--- src/rtl/tlb_assoc.sv ---
// tlb_assoc: fully-associative MIPS-style TLB with registered 1-cycle lookup,
// probe and read-back, indexed/random writes and a wired/random counter.
//
// Build option: define TLB_ASID_EN to store a per-entry ASID and qualify
// matches with (G || stored ASID == req_asid). Without it, matching is on
// VPN2 alone and G is stored but ignored.
//
// Ports:
//   clk, rst            clock, synchronous active-high reset
//   req_valid/vaddr/write (req_asid)  lookup request
//   resp_valid/paddr/refill/invalid/mod  lookup result, one cycle later
//   we, wr_random, wr_index, wr_data (wr_asid)  entry write
//   wired, random       random-replacement floor and current counter
//   probe_valid/vpn2 -> probe_done/hit/index  probe, one cycle later
//   rd_index -> rd_data registered entry read-back
//
// Entry layout: [63] G, [62:44] VPN2, [43:24] PFN1, [23] D1, [22] V1,
//               [21:2] PFN0, [1] D0, [0] V0.
module tlb_assoc #(
  parameter int ENTRIES = 16,
  parameter int IDX_W   = 4,
  parameter int ASID_W  = 8
) (
  input  logic              clk,
  input  logic              rst,
  input  logic              req_valid,
  input  logic [31:0]       req_vaddr,
  input  logic              req_write,
`ifdef TLB_ASID_EN
  input  logic [ASID_W-1:0] req_asid,
  input  logic [ASID_W-1:0] wr_asid,
`endif
  output logic              resp_valid,
  output logic [31:0]       resp_paddr,
  output logic              resp_refill,
  output logic              resp_invalid,
  output logic              resp_mod,
  input  logic              we,
  input  logic              wr_random,
  input  logic [IDX_W-1:0]  wr_index,
  input  logic [63:0]       wr_data,
  input  logic [IDX_W-1:0]  wired,
  output logic [IDX_W-1:0]  random,
  input  logic              probe_valid,
  input  logic [18:0]       probe_vpn2,
  output logic              probe_done,
  output logic              probe_hit,
  output logic [IDX_W-1:0]  probe_index,
  input  logic [IDX_W-1:0]  rd_index,
  output logic [63:0]       rd_data
);

  if (ENTRIES < 2 || ENTRIES > 64 || IDX_W != $clog2(ENTRIES) || ASID_W < 1) begin : g_bad_cfg
    $error("tlb_assoc: invalid parameter combination");
  end

  localparam logic [IDX_W-1:0] LAST    = IDX_W'(ENTRIES - 1);
  localparam logic [IDX_W:0]   ENT_EXT = (IDX_W+1)'(ENTRIES);

  logic [63:0]        ent [ENTRIES];
  logic [ENTRIES-1:0] vld;
`ifdef TLB_ASID_EN
  logic [ASID_W-1:0]  asid [ENTRIES];
`endif
  logic [IDX_W-1:0]   wired_q;
  logic [IDX_W-1:0]   rnd_nx;

  logic [ENTRIES-1:0] lk_match, pr_match;
  logic               lk_hit, pr_hit;
  logic [IDX_W-1:0]   lk_idx, pr_idx;

  logic               lk_odd, sel_v, sel_d;
  logic [19:0]        sel_pfn;
  logic [31:0]        nx_paddr;
  logic               nx_refill, nx_invalid, nx_mod;

  logic [IDX_W-1:0]   wr_tgt;
  logic               wr_ok, rd_ok;

  // Parallel tag compare for lookup and probe.
  always_comb begin
    lk_match = '0;
    pr_match = '0;
    for (int unsigned i = 0; i < ENTRIES; i++) begin
`ifdef TLB_ASID_EN
      lk_match[i] = vld[i] && (ent[i][62:44] == req_vaddr[31:13])
                    && (ent[i][63] || (asid[i] == req_asid));
      pr_match[i] = vld[i] && (ent[i][62:44] == probe_vpn2)
                    && (ent[i][63] || (asid[i] == req_asid));
`else
      lk_match[i] = vld[i] && (ent[i][62:44] == req_vaddr[31:13]);
      pr_match[i] = vld[i] && (ent[i][62:44] == probe_vpn2);
`endif
    end
  end

  // Lowest matching index wins.
  always_comb begin
    lk_hit = 1'b0;
    lk_idx = '0;
    pr_hit = 1'b0;
    pr_idx = '0;
    for (int unsigned i = 0; i < ENTRIES; i++) begin
      if (lk_match[i] && !lk_hit) begin
        lk_hit = 1'b1;
        lk_idx = IDX_W'(i);
      end
      if (pr_match[i] && !pr_hit) begin
        pr_hit = 1'b1;
        pr_idx = IDX_W'(i);
      end
    end
  end

  // Translation and exception flags; priority refill > invalid > mod.
  always_comb begin
    lk_odd     = req_vaddr[12];
    sel_pfn    = lk_odd ? ent[lk_idx][43:24] : ent[lk_idx][21:2];
    sel_d      = lk_odd ? ent[lk_idx][23]    : ent[lk_idx][1];
    sel_v      = lk_odd ? ent[lk_idx][22]    : ent[lk_idx][0];
    nx_paddr   = '0;
    nx_refill  = 1'b0;
    nx_invalid = 1'b0;
    nx_mod     = 1'b0;
    if (req_vaddr[31:30] == 2'b10) begin
      nx_paddr = {2'b00, req_vaddr[29:0]};
    end else if (!lk_hit) begin
      nx_refill = 1'b1;
    end else if (!sel_v) begin
      nx_invalid = 1'b1;
    end else begin
      nx_paddr = {sel_pfn, req_vaddr[11:0]};
      nx_mod   = req_write && !sel_d;
    end
  end

  // Counter skips down to wired+1, then wraps; a change of wired restarts it.
  always_comb begin
    if ((wired != wired_q) || ({1'b0, random} <= ({1'b0, wired} + (IDX_W+1)'(1))))
      rnd_nx = LAST;
    else
      rnd_nx = random - IDX_W'(1);
  end

  always_comb begin
    wr_tgt = wr_random ? random : wr_index;
    wr_ok  = ({1'b0, wr_tgt} < ENT_EXT);
    rd_ok  = ({1'b0, rd_index} < ENT_EXT);
  end

  // Table and counter state. Reads above sample the array before this edge,
  // so a same-cycle write is only visible to later requests.
  always_ff @(posedge clk) begin
    wired_q <= wired;
    if (rst) begin
      for (int unsigned i = 0; i < ENTRIES; i++) begin
        ent[i]  <= '0;
`ifdef TLB_ASID_EN
        asid[i] <= '0;
`endif
      end
      vld    <= '0;
      random <= LAST;
    end else begin
      random <= rnd_nx;
      if (we && wr_ok) begin
        ent[wr_tgt]  <= wr_data;
        vld[wr_tgt]  <= 1'b1;
`ifdef TLB_ASID_EN
        asid[wr_tgt] <= wr_asid;
`endif
      end
    end
  end

  // Response registers; lookup/probe results hold while their valid is low.
  always_ff @(posedge clk) begin
    if (rst) begin
      resp_valid   <= 1'b0;
      resp_paddr   <= '0;
      resp_refill  <= 1'b0;
      resp_invalid <= 1'b0;
      resp_mod     <= 1'b0;
      probe_done   <= 1'b0;
      probe_hit    <= 1'b0;
      probe_index  <= '0;
      rd_data      <= '0;
    end else begin
      resp_valid <= req_valid;
      if (req_valid) begin
        resp_paddr   <= nx_paddr;
        resp_refill  <= nx_refill;
        resp_invalid <= nx_invalid;
        resp_mod     <= nx_mod;
      end
      probe_done <= probe_valid;
      if (probe_valid) begin
        probe_hit   <= pr_hit;
        probe_index <= pr_idx;
      end
      rd_data <= rd_ok ? ent[rd_index] : '0;
    end
  end

endmodule
--- config.mk ---
export PLATFORM = sky130hd
export DESIGN_NAME = tlb_assoc
export DESIGN_NICKNAME = d
export VERILOG_FILES = /design/src/rtl/tlb_assoc.sv
export SDC_FILE = /design/constraint.sdc
export NUM_CORES = 2
export LEC_CHECK = 0
export CORE_MARGIN = 4
export CORE_UTILIZATION = 60
export CTS_BUF_LIST = sky130_fd_sc_hd__clkbuf_8 sky130_fd_sc_hd__clkbuf_16
export CTS_CLUSTER_SIZE = 12
export DETAILED_ROUTE_END_ITERATION = 12
export PLACE_DENSITY = 0.82
export SLEW_MARGIN = 10
export SYNTH_ARGS = -nofsm -noshare
export SYNTH_HDL_FRONTEND = slang
export SYNTH_SLANG_ARGS = --single-unit
--- constraint.sdc ---
create_clock -name clk -period 8.6 [get_ports clk]
set_input_delay 2.15 -clock clk [delete_from_list [all_inputs] [get_ports clk]]
set_output_delay 2.15 -clock clk [all_outputs]
set_load 0.02 [all_outputs]
==> impl_results.md <==
* Final critical path time including I/O delays and setup at 7.383 ns
* Vias in the first global route at 47,727
* Post-CTS setup buffer count at 0
* Post-DR wirelength/cell at 37.52 um
* Initial antenna violation count at 39
* Unrepaired setup endpoints after global routing: no
* Vias at 48,946
* Die Span X at 336.1 um
* Status: complete, no violations
* Hold Worst Slack at 0.4540 ns
* Sink Count at 1,154
* Starting utilization of the core area at 0.6040
* Overall die area at 0.1129 mm2
* Slew Limit Headroom at 0.1049
* Startpoint type of the worst setup path: input pin
* Clock buffer count from CTS at 119
* H-tree depth at 3
* Combined global-route utilization of all metal layers at 0.4482
* Number of maximum-capacitance violations at 0
* Clock tree from TritonCTS: built
* Fin. max-slew vios at 0
* Number of filler instances in the final layout at 7,544
* Mean instance size in the synthesized netlist at 12.42 um2
* Slowest stage delay, CP at 1.34 ns
* Fraction of layout cells with a size suffix above 1 at 0.1381
* Max Clock Freq at 0.1355 GHz
* Commonest register cell after synthesis: edfxtp_1
* Final global-route overflow total at 0
* Cell variety after synth at 82
* Placement Cell Area at 0.06834 mm2
* Number of cells produced by synthesis at 5,199
* Post-Layout Cell Count at 6,791
* DRC errors left at 0
* Actual slew at the worst max-slew pin at 1.338 ns
* Final wirelength at 254,800 um
* Top-Level Pins at 244
* CP Data Required Time at 9.30 ns
* Area of the core region at 0.1069 mm2
* Summed negative setup slack over all endpoints at 0 ns
* Initial detailed-routing violation count at 8,375
* Clock insertion delay at the later pin of the skew report at 0.77 ns
* Global-route wire length before repair at 355,500 um
* Maximum ir drop on the vdd rail at 216.9 uV
* Number of hold buffers added after cts at 0
* Final critical-path share of the clock period at 0.8585
* Endpoint class of the critical path: flop
* Largest area contributor in the synthesized netlist: edfxtp_1
* Sequential fraction of the synthesis area at 0.5165
* Asr flop ratio synth at 0
* Clk buf depth at 3
* Cell row count at 120
* Worst Path Buf+Inv at 5
* Largest fanout on the critical path at 73
* Post-synth net total at 5,339
* Antenna-violating nets left at 0
* Worst setup skew after layout at 0.04480 ns
* Final Util at 0.6767
* Worst path top cell family by delay: buffers and inverters
* Resized Gates After CTS at 0
* Setup Crit Path Kind: input pin to flop
* Final Worst Setup Slack at 1.217 ns
* Routed via count divided by cell count at 7.207
* Crit-path most repeated cell: buf_4
* Final hold violation count at 0
* Worst EP arrival at 8.08 ns
* Chip Height at 336.1 um
* Count of endpoints failing setup in the final report at 0
* Number of iterations in the first detailed-routing pass at 8
* Count of flip-flops with a built-in enable after synthesis at 1,024
* Root Buffer: clkbuf_16
* DP Worst Slack at 0.7885 ns
* Critical-path cell with the highest stage delay: clkdlybuf4s50_1
* Largest cells by area after synthesis: edfxtp_1 (48%), mux4_2 (11%), and2_1 (11%)
* Power density over cell area at 183.0 mW/mm2
* Fraction of synthesized cell area taken by the top area cell type at 0.4762
* Dpl hpwl at 159,700 um
* Critical Path, Cell by Cell: clkdlybuf4s50_1 -> xor2_1 -> nor4_1 -> nand3_1 -> a2111oi_0 -> buf_4 -> o21ai_0 -> a21boi_1 -> buf_4 -> a211o_4 -> buf_12 -> buf_4 -> mux2i_1 -> a222oi_1 -> nand3_1 -> and4_1 -> o21ai_2
* Post-CTS clock slew at the launch and capture registers of the worst setup and hold paths at 0.06 ns
* Final RePlAce weighted congestion at 1.076
* Synth-to-Final Area Change at 12.04%
* Static Leak at 26.07 nW
* Fin nets at 5,404
* Maximum number of pins on one net before global-route repair at 116
* Area of the mapped netlist at 0.06457 mm2
* Class of the most critical hold timing path: flop to flop
* Area of all placed cells without fillers at 0.07235 mm2
* Total placed cells including tap cells at 6,546
* Post-synthesis sequential element count at 1,154
* Warnings from Yosys at 0
* Overall Power at 13.24 mW
* Buffers added on ports at 243
[routing by layer]
layer / GRT usage / vias to the layer above / wire length [um]
met2: 0.6668 / 4712 / 110400
met3: 0.1547 / 1321 / 38960
met4: 0.3514 / 24 / 25870
li1: - / 19222 / -
met5: 0 / - / 160
met1: 0.5360 / 23667 / 79420
[area by class of cell]
cell class / instances / area (um2) / share of cell area
tap: 1403 / 1755 / 0.02426
antenna: 21 / 52.55 / 0.0007264
clock inverter: 79 / 568.0 / 0.007852
timing repair buffer: 393 / 3770 / 0.05211
sequential: 1154 / 33350 / 0.4610
inverter: 29 / 111.4 / 0.001539
clock buffer: 145 / 3381 / 0.04673
multi-input combinational: 3567 / 29360 / 0.4058
[registers in the layout, summed over array words and instances, names as in the netlist, 4 cells and up]
name         count
random           4
ent           1024
vld             16
wired_q          4
rd_data         64
resp_paddr      32
probe_index      4
[cell families after synthesis]
group                    count (synthesis)  synth area share
AO/OA/AOI/OAI                          296           0.03689
XOR/XNOR                               615           0.08342
adder cells (fa/ha/maj)                  6          0.001163
buffers and inverters                  478           0.03430
flip-flops                            1154            0.5165
multiplexers                           484            0.1371
AND/OR/NAND/NOR                       2166            0.1907
[layout by cell type (no fill, tap or decap), types with 159 or more instances in the layout]
cell type | synthesis | final
and2_1 | 1095 | 1095
edfxtp_1 | 1024 | 1024
nand2_1 | 430 | 430
xor2_1 | 386 | 386
mux4_2 | 320 | 320
xnor2_1 | 229 | 229
clkdlybuf4s50_1 | 0 | 227
nand4_1 | 167 | 167
mux2i_1 | 162 | 162
nand3_1 | 159 | 159
[Yosys cell counts, types with 41 or more instances]
| cell | n |
|---|---|
| a22oi_1 | 41 |
| a32oi_1 | 50 |
| and2_1 | 1095 |
| buf_1 | 42 |
| clkbuf_1 | 319 |
| dfxtp_1 | 130 |
| edfxtp_1 | 1024 |
| mux2i_1 | 162 |
| mux4_2 | 320 |
| nand2_1 | 430 |
| nand3_1 | 159 |
| nand4_1 | 167 |
| nor2_1 | 65 |
| nor4_1 | 129 |
| xnor2_1 | 229 |
| xor2_1 | 386 |
[path summary, 6_finish.rpt]
check	start	endpoint	slack, ns	cells after the start
setup / recovery	req_vaddr[16]	resp_paddr[21]	1.22	17
hold / removal	random[0]	random[0]	0.45	1
setup reg to reg	ent[5][59]	resp_paddr[21]	3.34	16
hold reg to reg	random[0]	random[0]	0.45	1
[report_power, final]
group	internal [mW]	leakage, nW	total (mW)	switching, mW
clock network	2.92	2.12	5.19	2.26
logic	0.568	12.3	1.54	0.969
registers	6.32	11.7	6.52	0.191
Note: power is estimated with default switching activity, not from simulation.
